**src/rtl/ins_mem_loader.sv**
```systemverilog
// Instruction memory loader: packs a big-endian byte stream into 32-bit words
// and writes them to consecutive word addresses while holding the CPU.
module ins_mem_loader #(
  parameter int ADR_W     = 12,
  parameter int MAX_WORDS = 4001
) (
  input  logic             clk,
  input  logic             rst_n,
  input  logic             start,
  input  logic [ADR_W-1:0] base_adr,
  input  logic [ADR_W-1:0] len,
  input  logic             abort,
  input  logic             byte_valid,
  input  logic [7:0]       byte_data,
  output logic             byte_ready,
  output logic             mem_we,
  output logic [ADR_W-1:0] mem_adr,
  output logic [31:0]      mem_wdata,
  output logic             busy,
  output logic             cpu_hold,
  output logic             done,
  output logic             aborted,
  output logic [31:0]      checksum
);

  // state   | meaning
  // S_IDLE  | waiting for start, no load has run or last one was aborted
  // S_LOAD  | accepting stream bytes into the word buffer
  // S_WRITE | one-cycle memory write of the assembled word
  // S_DONE  | load finished, waiting for the next start
  typedef enum logic [1:0] {S_IDLE, S_LOAD, S_WRITE, S_DONE} state_t;

  localparam logic [ADR_W-1:0] MaxLen = ADR_W'(MAX_WORDS);

  state_t           state_q, state_d;
  logic [ADR_W-1:0] base_q, base_d;
  logic [ADR_W-1:0] len_q, len_d;
  logic [ADR_W-1:0] words_q, words_d;
  logic [1:0]       byte_cnt_q, byte_cnt_d;
  logic [31:0]      word_q, word_d;
  logic [ADR_W-1:0] last_adr_q, last_adr_d;
  logic [31:0]      last_data_q, last_data_d;
  logic [31:0]      checksum_q, checksum_d;
  logic             done_q, done_d;
  logic             aborted_q, aborted_d;
  logic             byte_ready_q, byte_ready_d;
  logic             busy_q, busy_d;

  logic [ADR_W-1:0] cur_adr;
  logic [ADR_W-1:0] len_clamp;
  logic [ADR_W-1:0] words_inc;

  assign cur_adr   = base_q + words_q;
  assign len_clamp = (len > MaxLen) ? MaxLen : len;
  assign words_inc = words_q + 1'b1;

  // The write strobe is gated by abort in the same cycle so a late abort
  // cancels the pending write; address/data outputs only move on a real write.
  assign mem_we     = (state_q == S_WRITE) && !abort;
  assign mem_adr    = mem_we ? cur_adr : last_adr_q;
  assign mem_wdata  = mem_we ? word_q  : last_data_q;
  assign byte_ready = byte_ready_q;
  assign busy       = busy_q;
  assign cpu_hold   = busy_q;
  assign done       = done_q;
  assign aborted    = aborted_q;
  assign checksum   = checksum_q;

  // Next-state and next-output computation.
  always_comb begin
    state_d     = state_q;
    base_d      = base_q;
    len_d       = len_q;
    words_d     = words_q;
    byte_cnt_d  = byte_cnt_q;
    word_d      = word_q;
    last_adr_d  = last_adr_q;
    last_data_d = last_data_q;
    checksum_d  = checksum_q;
    done_d      = done_q;
    aborted_d   = aborted_q;

    if (abort) begin
      state_d    = S_IDLE;
      byte_cnt_d = 2'd0;
      if (state_q == S_LOAD || state_q == S_WRITE) begin
        aborted_d = 1'b1;
      end
    end else begin
      case (state_q)
        S_IDLE, S_DONE: begin
          if (start) begin
            base_d     = base_adr;
            len_d      = len_clamp;
            words_d    = '0;
            byte_cnt_d = 2'd0;
            done_d     = 1'b0;
            aborted_d  = 1'b0;
            checksum_d = '0;
            if (len_clamp == '0) begin
              state_d = S_DONE;
              done_d  = 1'b1;
            end else begin
              state_d = S_LOAD;
            end
          end
        end
        S_LOAD: begin
          if (byte_valid) begin
            case (byte_cnt_q)
              2'd0:    word_d[31:24] = byte_data;
              2'd1:    word_d[23:16] = byte_data;
              2'd2:    word_d[15:8]  = byte_data;
              default: word_d[7:0]   = byte_data;
            endcase
            byte_cnt_d = byte_cnt_q + 2'd1;
            if (byte_cnt_q == 2'd3) begin
              state_d = S_WRITE;
            end
          end
        end
        S_WRITE: begin
          last_adr_d  = cur_adr;
          last_data_d = word_q;
          checksum_d  = checksum_q + word_q;
          words_d     = words_inc;
          if (words_inc == len_q) begin
            state_d = S_DONE;
            done_d  = 1'b1;
          end else begin
            state_d = S_LOAD;
          end
        end
        default: state_d = S_IDLE;
      endcase
    end

    byte_ready_d = (state_d == S_LOAD);
    busy_d       = (state_d == S_LOAD) || (state_d == S_WRITE);
  end

  // All loader state, including registered status outputs.
  always_ff @(posedge clk or negedge rst_n) begin
    if (!rst_n) begin
      state_q      <= S_IDLE;
      base_q       <= '0;
      len_q        <= '0;
      words_q      <= '0;
      byte_cnt_q   <= 2'd0;
      word_q       <= '0;
      last_adr_q   <= '0;
      last_data_q  <= '0;
      checksum_q   <= '0;
      done_q       <= 1'b0;
      aborted_q    <= 1'b0;
      byte_ready_q <= 1'b0;
      busy_q       <= 1'b0;
    end else begin
      state_q      <= state_d;
      base_q       <= base_d;
      len_q        <= len_d;
      words_q      <= words_d;
      byte_cnt_q   <= byte_cnt_d;
      word_q       <= word_d;
      last_adr_q   <= last_adr_d;
      last_data_q  <= last_data_d;
      checksum_q   <= checksum_d;
      done_q       <= done_d;
      aborted_q    <= aborted_d;
      byte_ready_q <= byte_ready_d;
      busy_q       <= busy_d;
    end
  end

endmodule
```
**config.mk**
```make
export PLATFORM = sky130hd
export DESIGN_NAME = ins_mem_loader
export DESIGN_NICKNAME = d
export VERILOG_FILES = /design/src/rtl/ins_mem_loader.sv
export SDC_FILE = /design/constraint.sdc
export NUM_CORES = 1
export LEC_CHECK = 0
export BUFFER_PORTS_ARGS = -buffer_cell sky130_fd_sc_hd__buf_4
export CAP_MARGIN = 10
export CORE_MARGIN = 10
export CORE_UTILIZATION = 35
export DETAILED_ROUTE_END_ITERATION = 8
export PLACE_DENSITY = 0.49
export SLEW_MARGIN = 10
export SYNTH_ARGS = -nofsm -noshare
export SYNTH_HDL_FRONTEND = slang
export SYNTH_SLANG_ARGS = --single-unit
```
**constraint.sdc**
```tcl
create_clock -name clk -period 7.1 [get_ports clk]
set_clock_uncertainty 0.1 [all_clocks]
set_input_delay 0.355 -clock clk [delete_from_list [all_inputs] [get_ports clk]]
set_output_delay 0.355 -clock clk [all_outputs]
set_load 0.1 [all_outputs]
```
# Yosys cells after proc, flatten, opt, wreduce, memory -nomap -nowiden
# Cells that the tools add are included.
word_totals:
  in_bits: 37
  word_cells: 86
  register_bits: 152
  output_inout_bits: 82
op_classes:
  eq_ne: 14
  n_reduce_logical: 23
  mux: 26
  n_lt_le_gt_ge: 1
  bitwise_logic: 2
  n_addsub: 4
op_table:
  columns: ["cell", "count"]
  rows:
  - ["$mux 32", 2]
  - ["$pmux 32 s2", 1]
  - ["$mux 12", 3]
  - ["$add 32x32->32", 1]
  - ["$pmux 12 s2", 1]
  - ["$reduce_and 4->1", 5]
  - ["$mux 2", 9]
  - ["$add 12x1->12 const B", 1]
  - ["$add 12x12->12", 1]
  - ["$eq 12x12->1", 1]
  - ["$gt 12x12->1 const B", 1]
  - ["$logic_not 12->1", 1]
  - ["$reduce_and 3->1", 4]
  - ["$eq 2x2->1 const B", 5]
  - ["$mux 1", 7]
  - ["$eq 2x1->1 const B", 3]
  - ["$ne 3x3->1 const B", 2]
  - ["$pmux 2 s3", 1]
  - ["$reduce_bool 2->1", 3]
  - ["$logic_not 2->1", 2]
  - ["$ne 2x1->1 const B", 2]
  - ["$pmux 2 s2", 1]
  - ["$reduce_bool 3->1", 1]
  - ["$reduce_or 3->1", 1]
  - ["9 further kinds", 11]

# Depth between registers and ports, before layout
logic_depth:
  word_depth: 9
  depth_mapped: 12

# Worst setup path after synthesis
# OpenSTA, ideal clock, no wires.
synth_timing:
  path_kind: "register to output"
  from: "reg words_q[0]"
  to: "out mem_adr[8]"
  path_buffers: 0
  path_stages_with_launch: 13
  setup_slack_ns: 2.536
  required_ns: 6.645
  arrival_time_ns: 4.109
  path_cell_list: "dfrtp_1 -> ha_1 -> inv_1 -> fa_1 -> nor2b_1 -> o21ai_0 -> a21boi_0 -> o21ai_0 -> nand2b_1 -> a21o_1 -> a21oi_1 -> xor2_1 -> o21ai_0"
synth_via:
  elab_chain_len: 2
synth_lines:
  columns: ["item", "line", "source"]
  rows:
  - ["start, declared", "38", "logic [ADR_W-1:0] words_q, words_d;"]
  - ["start signal, assigned", "162", "words_q <= words_d;"]
  - ["$add 12x12->12", "53", "assign cur_adr = base_q + words_q;"]
  - ["$mux 12", "60", "assign mem_adr = mem_we ? cur_adr : last_adr_q;"]
  - ["end, declared", "17", "output logic [ADR_W-1:0] mem_adr,"]
# Every way passes these cells.

# Final worst setup path
layout_timing:
  from: "reg words_q[0]"
  to: "out mem_adr[10]"
# The elaborated chain is that of the path after synthesis.

==> flow_summary.toml <==
[timing]
worstMarginPinSlew_ns = 1.02
slew_headroom_pct = 31.9
slew_viol_final = 0
finalSetupViolations = 0
period_share_pct = 51.5
rsz0062_at_grt = "false"
min_period_ns = 3.65
tns_ns = 0
fmax_mhz = 274
hold_viol = 0

[die]
start_util_pct = 35.4
std_cell_rows = 56
ios = 119
core_mm2 = 0.0233
die_w_um = 174
die_area_mm2 = 0.0302
die_height_um = 174

[synthesis]
synth.distinct_cells = 63
netlist_area_mm2 = 0.00827
synthAdderAreaFrac_pct = 8.20
syn_area_per_cell_um2 = 9.27
seq_area_frac_synth_pct = 46.0
netlist_instances = 892
yosys.area.top_type = "dfrtp_1"
yosys_warnings = 0
synth-edff-count = 0
synth.ff_latch_count = 152
synth_top_area_share_pct = 46.0
synthFlopType = "dfrtp_1"
yosys-top-cells-area = "dfrtp_1, nand2_1, ha_1"
synth_xor_area_share_pct = 5.61
syn-num-nets = 982
async_flop_share_pct = 100
synth_top_family_by_area = "simple AND/OR/NAND/NOR gates"
synth-simple-area-share_pct = 17.4
muxShareOfSynthArea_pct = 4.36
synth_compound_area_share_pct = 15.8

[setup_path]
crit_top_cell = "o21ai_0"
rr_worst_depth = 11
critPathLaunchType = "register"
critPathMaxFanout = 7
r2r_setup_slack_ns = 3.75
crit_required_ns = 6.64
cp_slowest_cell = "dfrtp_1"
slowest_delay_ns = 0.48
cp.depth = 13
end_kind = "output port"
path_delay_family = "compound AO/OA/AOI/OAI gates"
crit_arrival_ns = 3.20
r2r_start = "checksum[0]$_DFFE_PN0P_"
r2r-end = "checksum[22]$_DFFE_PN0P_"
crit_path_cell_trace = "ha_1 > inv_1 > fa_1 > nor2b_1 > o21ai_0 > a21boi_0 > o21ai_0 > nand2b_1 > a21o_1 > a31o_2 > nand4b_1 > o211ai_1 > buf_4"
critical_path_class = "reg2out"
path_buf_inv = 2

[power_and_ir_drop]
power_frac_seq_pct = 29.4
internal_power_w = 0.00217
p_sw_w = 0.00201
p_leak_nw = 5.06
p_comb_share_pct = 47.8
powerDensity_mw_per_mm2 = 415
switching_share_pct = 48.1
peakVddDrop_mv = 0.258
p_clk_share_pct = 22.8

[clock_tree]
htree_levels = 4
cts_root_buffer = "clkbuf_16"
postCtsSetupBuffers = 0
cts_buffers = 17
cts.repair.resized = 0
cts_tree = "built"
cts_max_path_buffers = 2
path_clk_slew_ns = 0.06
clock_latency_ns = 0.43
clock-sinks = 152

[global_routing]
grt_pass1_vias = 6838
grt_usage_pct = 15.7
grt_overflow = 0
grt_pass1_wl_mm = 38.0
grt_antenna_before_repair = 1
grt_max_degree = 79

[route]
wl_per_cell_um = 17.6
antenna_left = 0
drt_wl_total_mm = 23.5
firstDrtPassIters = 4
route.vias.total = 6660
via_per_inst = 5.00
drc = 0
drtIter0Drc = 329

[min_path]
min_to = "base_q[7]$_DFFE_PN0P_"
hold_path_depth = 3
min_from = "base_adr[7]"
hold_class = "in2reg"

[cells_and_area]
area_growth_pct = 22.0
antennaDiodeCount = 0
final_layout_size_suffix_gt1_share_pct = 19.6
finalNetCount = 1092
fin_util_pct = 43.2
final_cells = 1332

[placed_design]
hpwlAfterDp_mm = 16.9
dp_cells = 1301
port_buffers = 118
gp_congestion = 0.830

[job]
max_cap_violations = 0

[status]
status = "complete, no violations"
## cells in the mapped netlist (6+ instances only)
library cell,instances
nand4_1,8
ha_1,51
inv_1,23
a21oi_1,42
nor2_1,38
clkbuf_1,27
mux2_2,32
nand2_1,236
nand3_1,15
o21ai_0,74
o31ai_1,9
nand2b_1,7
o21bai_1,10
a211oi_1,6
dfrtp_1,152
xnor2_1,28
nor3_1,6
o211ai_1,8
xor2_1,25
a21o_1,17
a22o_1,8
## area by class of cell
| cell class | count | area, um2 |
|---|---|---|
| flip-flops and latches | 152 | 3800 |
| well taps | 319 | 399 |
| fillers | 2331 | 13200 |
| clock inverters | 12 | 176 |
| clock buffers | 18 | 429 |
| repair buffers | 124 | 937 |
| inverters | 24 | 90.1 |
| multi-input cells | 683 | 4250 |
## sequential cells by signal, indices dropped and copies added (netlist names), 2 cells and up
signal	cells
checksum	32
last_data_q	32
word_q	32
base_q	12
last_adr_q	12
len_q	12
words_q	12
byte_cnt_q	2
state_q	2
## cell usage in the layout, fill, tap and decap left out, drive strengths merged, types with 7 or more instances in the layout
cell type	count
nand2	236
dfrtp	152
buf	123
o21ai	75
ha	51
a21oi	42
nor2	40
mux2	32
xnor2	28
xor2	25
inv	25
clkbuf	18
a21o	17
nand3	16
o21bai	10
o31ai	9
nand4	9
o211ai	8
a22o	8
nand2b	7
## worst register-to-register path: stages, from the launching register on
cell	delay, ns
dfrtp_1	0.40
ha_1	0.24
fa_1	0.44
a211o_1	0.30
a21boi_1	0.24
o311ai_0	0.22
and2_1	0.23
a41oi_1	0.36
o221ai_1	0.22
a21oi_1	0.22
xor2_1	0.15
o21ai_0	0.09
## cell families after synthesis
logic type | Yosys count
and+or+nand+nor | 339
AOI/OAI and AO/OA | 206
DFF | 152
buffers and inverters | 57
xor gates and xnor gates | 53
adders and majority gates | 53
muxes | 32
## power groups by stage
stage | Clock, W | Sequential (W) | Combinational (W)
floorplan | 0 | 0.00145 | 0.00133
global placement | 0 | 0.00125 | 0.00201
detailed placement | 0 | 0.00125 | 0.00202
CTS | 0.000982 | 0.00123 | 0.00203
global route | 0.00101 | 0.00126 | 0.00216
finish | 0.000954 | 0.00123 | 0.00200
## routing by layer
metal,GRT usage (%),wire [um]
met2,23.2,10100
met3,3.09,889
met1,22.6,12200
met5,0,0
met4,4.85,295
## metrics by stage
| step | hold slack [ns] | setup WS [ns] | total power (W) | area (um2) |
|---|---|---|---|---|
| after floorplan | -0.0406 | 2.54 | 0.00278 | 8270 |
| after global placement | 0.346 | 3.90 | 0.00326 | 9470 |
| after detailed placement | 0.353 | 3.79 | 0.00327 | 9470 |
| after CTS | 0.00304 | 3.37 | 0.00424 | 10100 |
| after global routing | 0.0163 | 3.10 | 0.00443 | 10100 |
| final | 0.0187 | 3.45 | 0.00419 | 10100 |
## how the worst max path moves through the flow
stage | start | endpoint | slack [ns]
final | words_q[0]$_DFFE_PN0P_ | mem_adr[10] | 3.45
after global placement | words_q[0]$_DFFE_PN0P_ | busy$_DFF_PN0_ | 3.90
after CTS | words_q[0]$_DFFE_PN0P_ | mem_adr[8] | 3.37
after detailed placement | state_q[0]$_DFF_PN0_ | words_q[9]$_DFFE_PN0P_ | 3.79
after floorplan | words_q[0]$_DFFE_PN0P_ | mem_adr[8] | 2.54
after global routing | words_q[0]$_DFFE_PN0P_ | mem_adr[8] | 3.10
## what timing repair did
action / in CTS / in global routing
hold endpoints to repair: 74 / 0
hold buffers: 1 / 0
endpoints found under the setup margin: 0 / 0
Power figures use the tool's default switching activity.
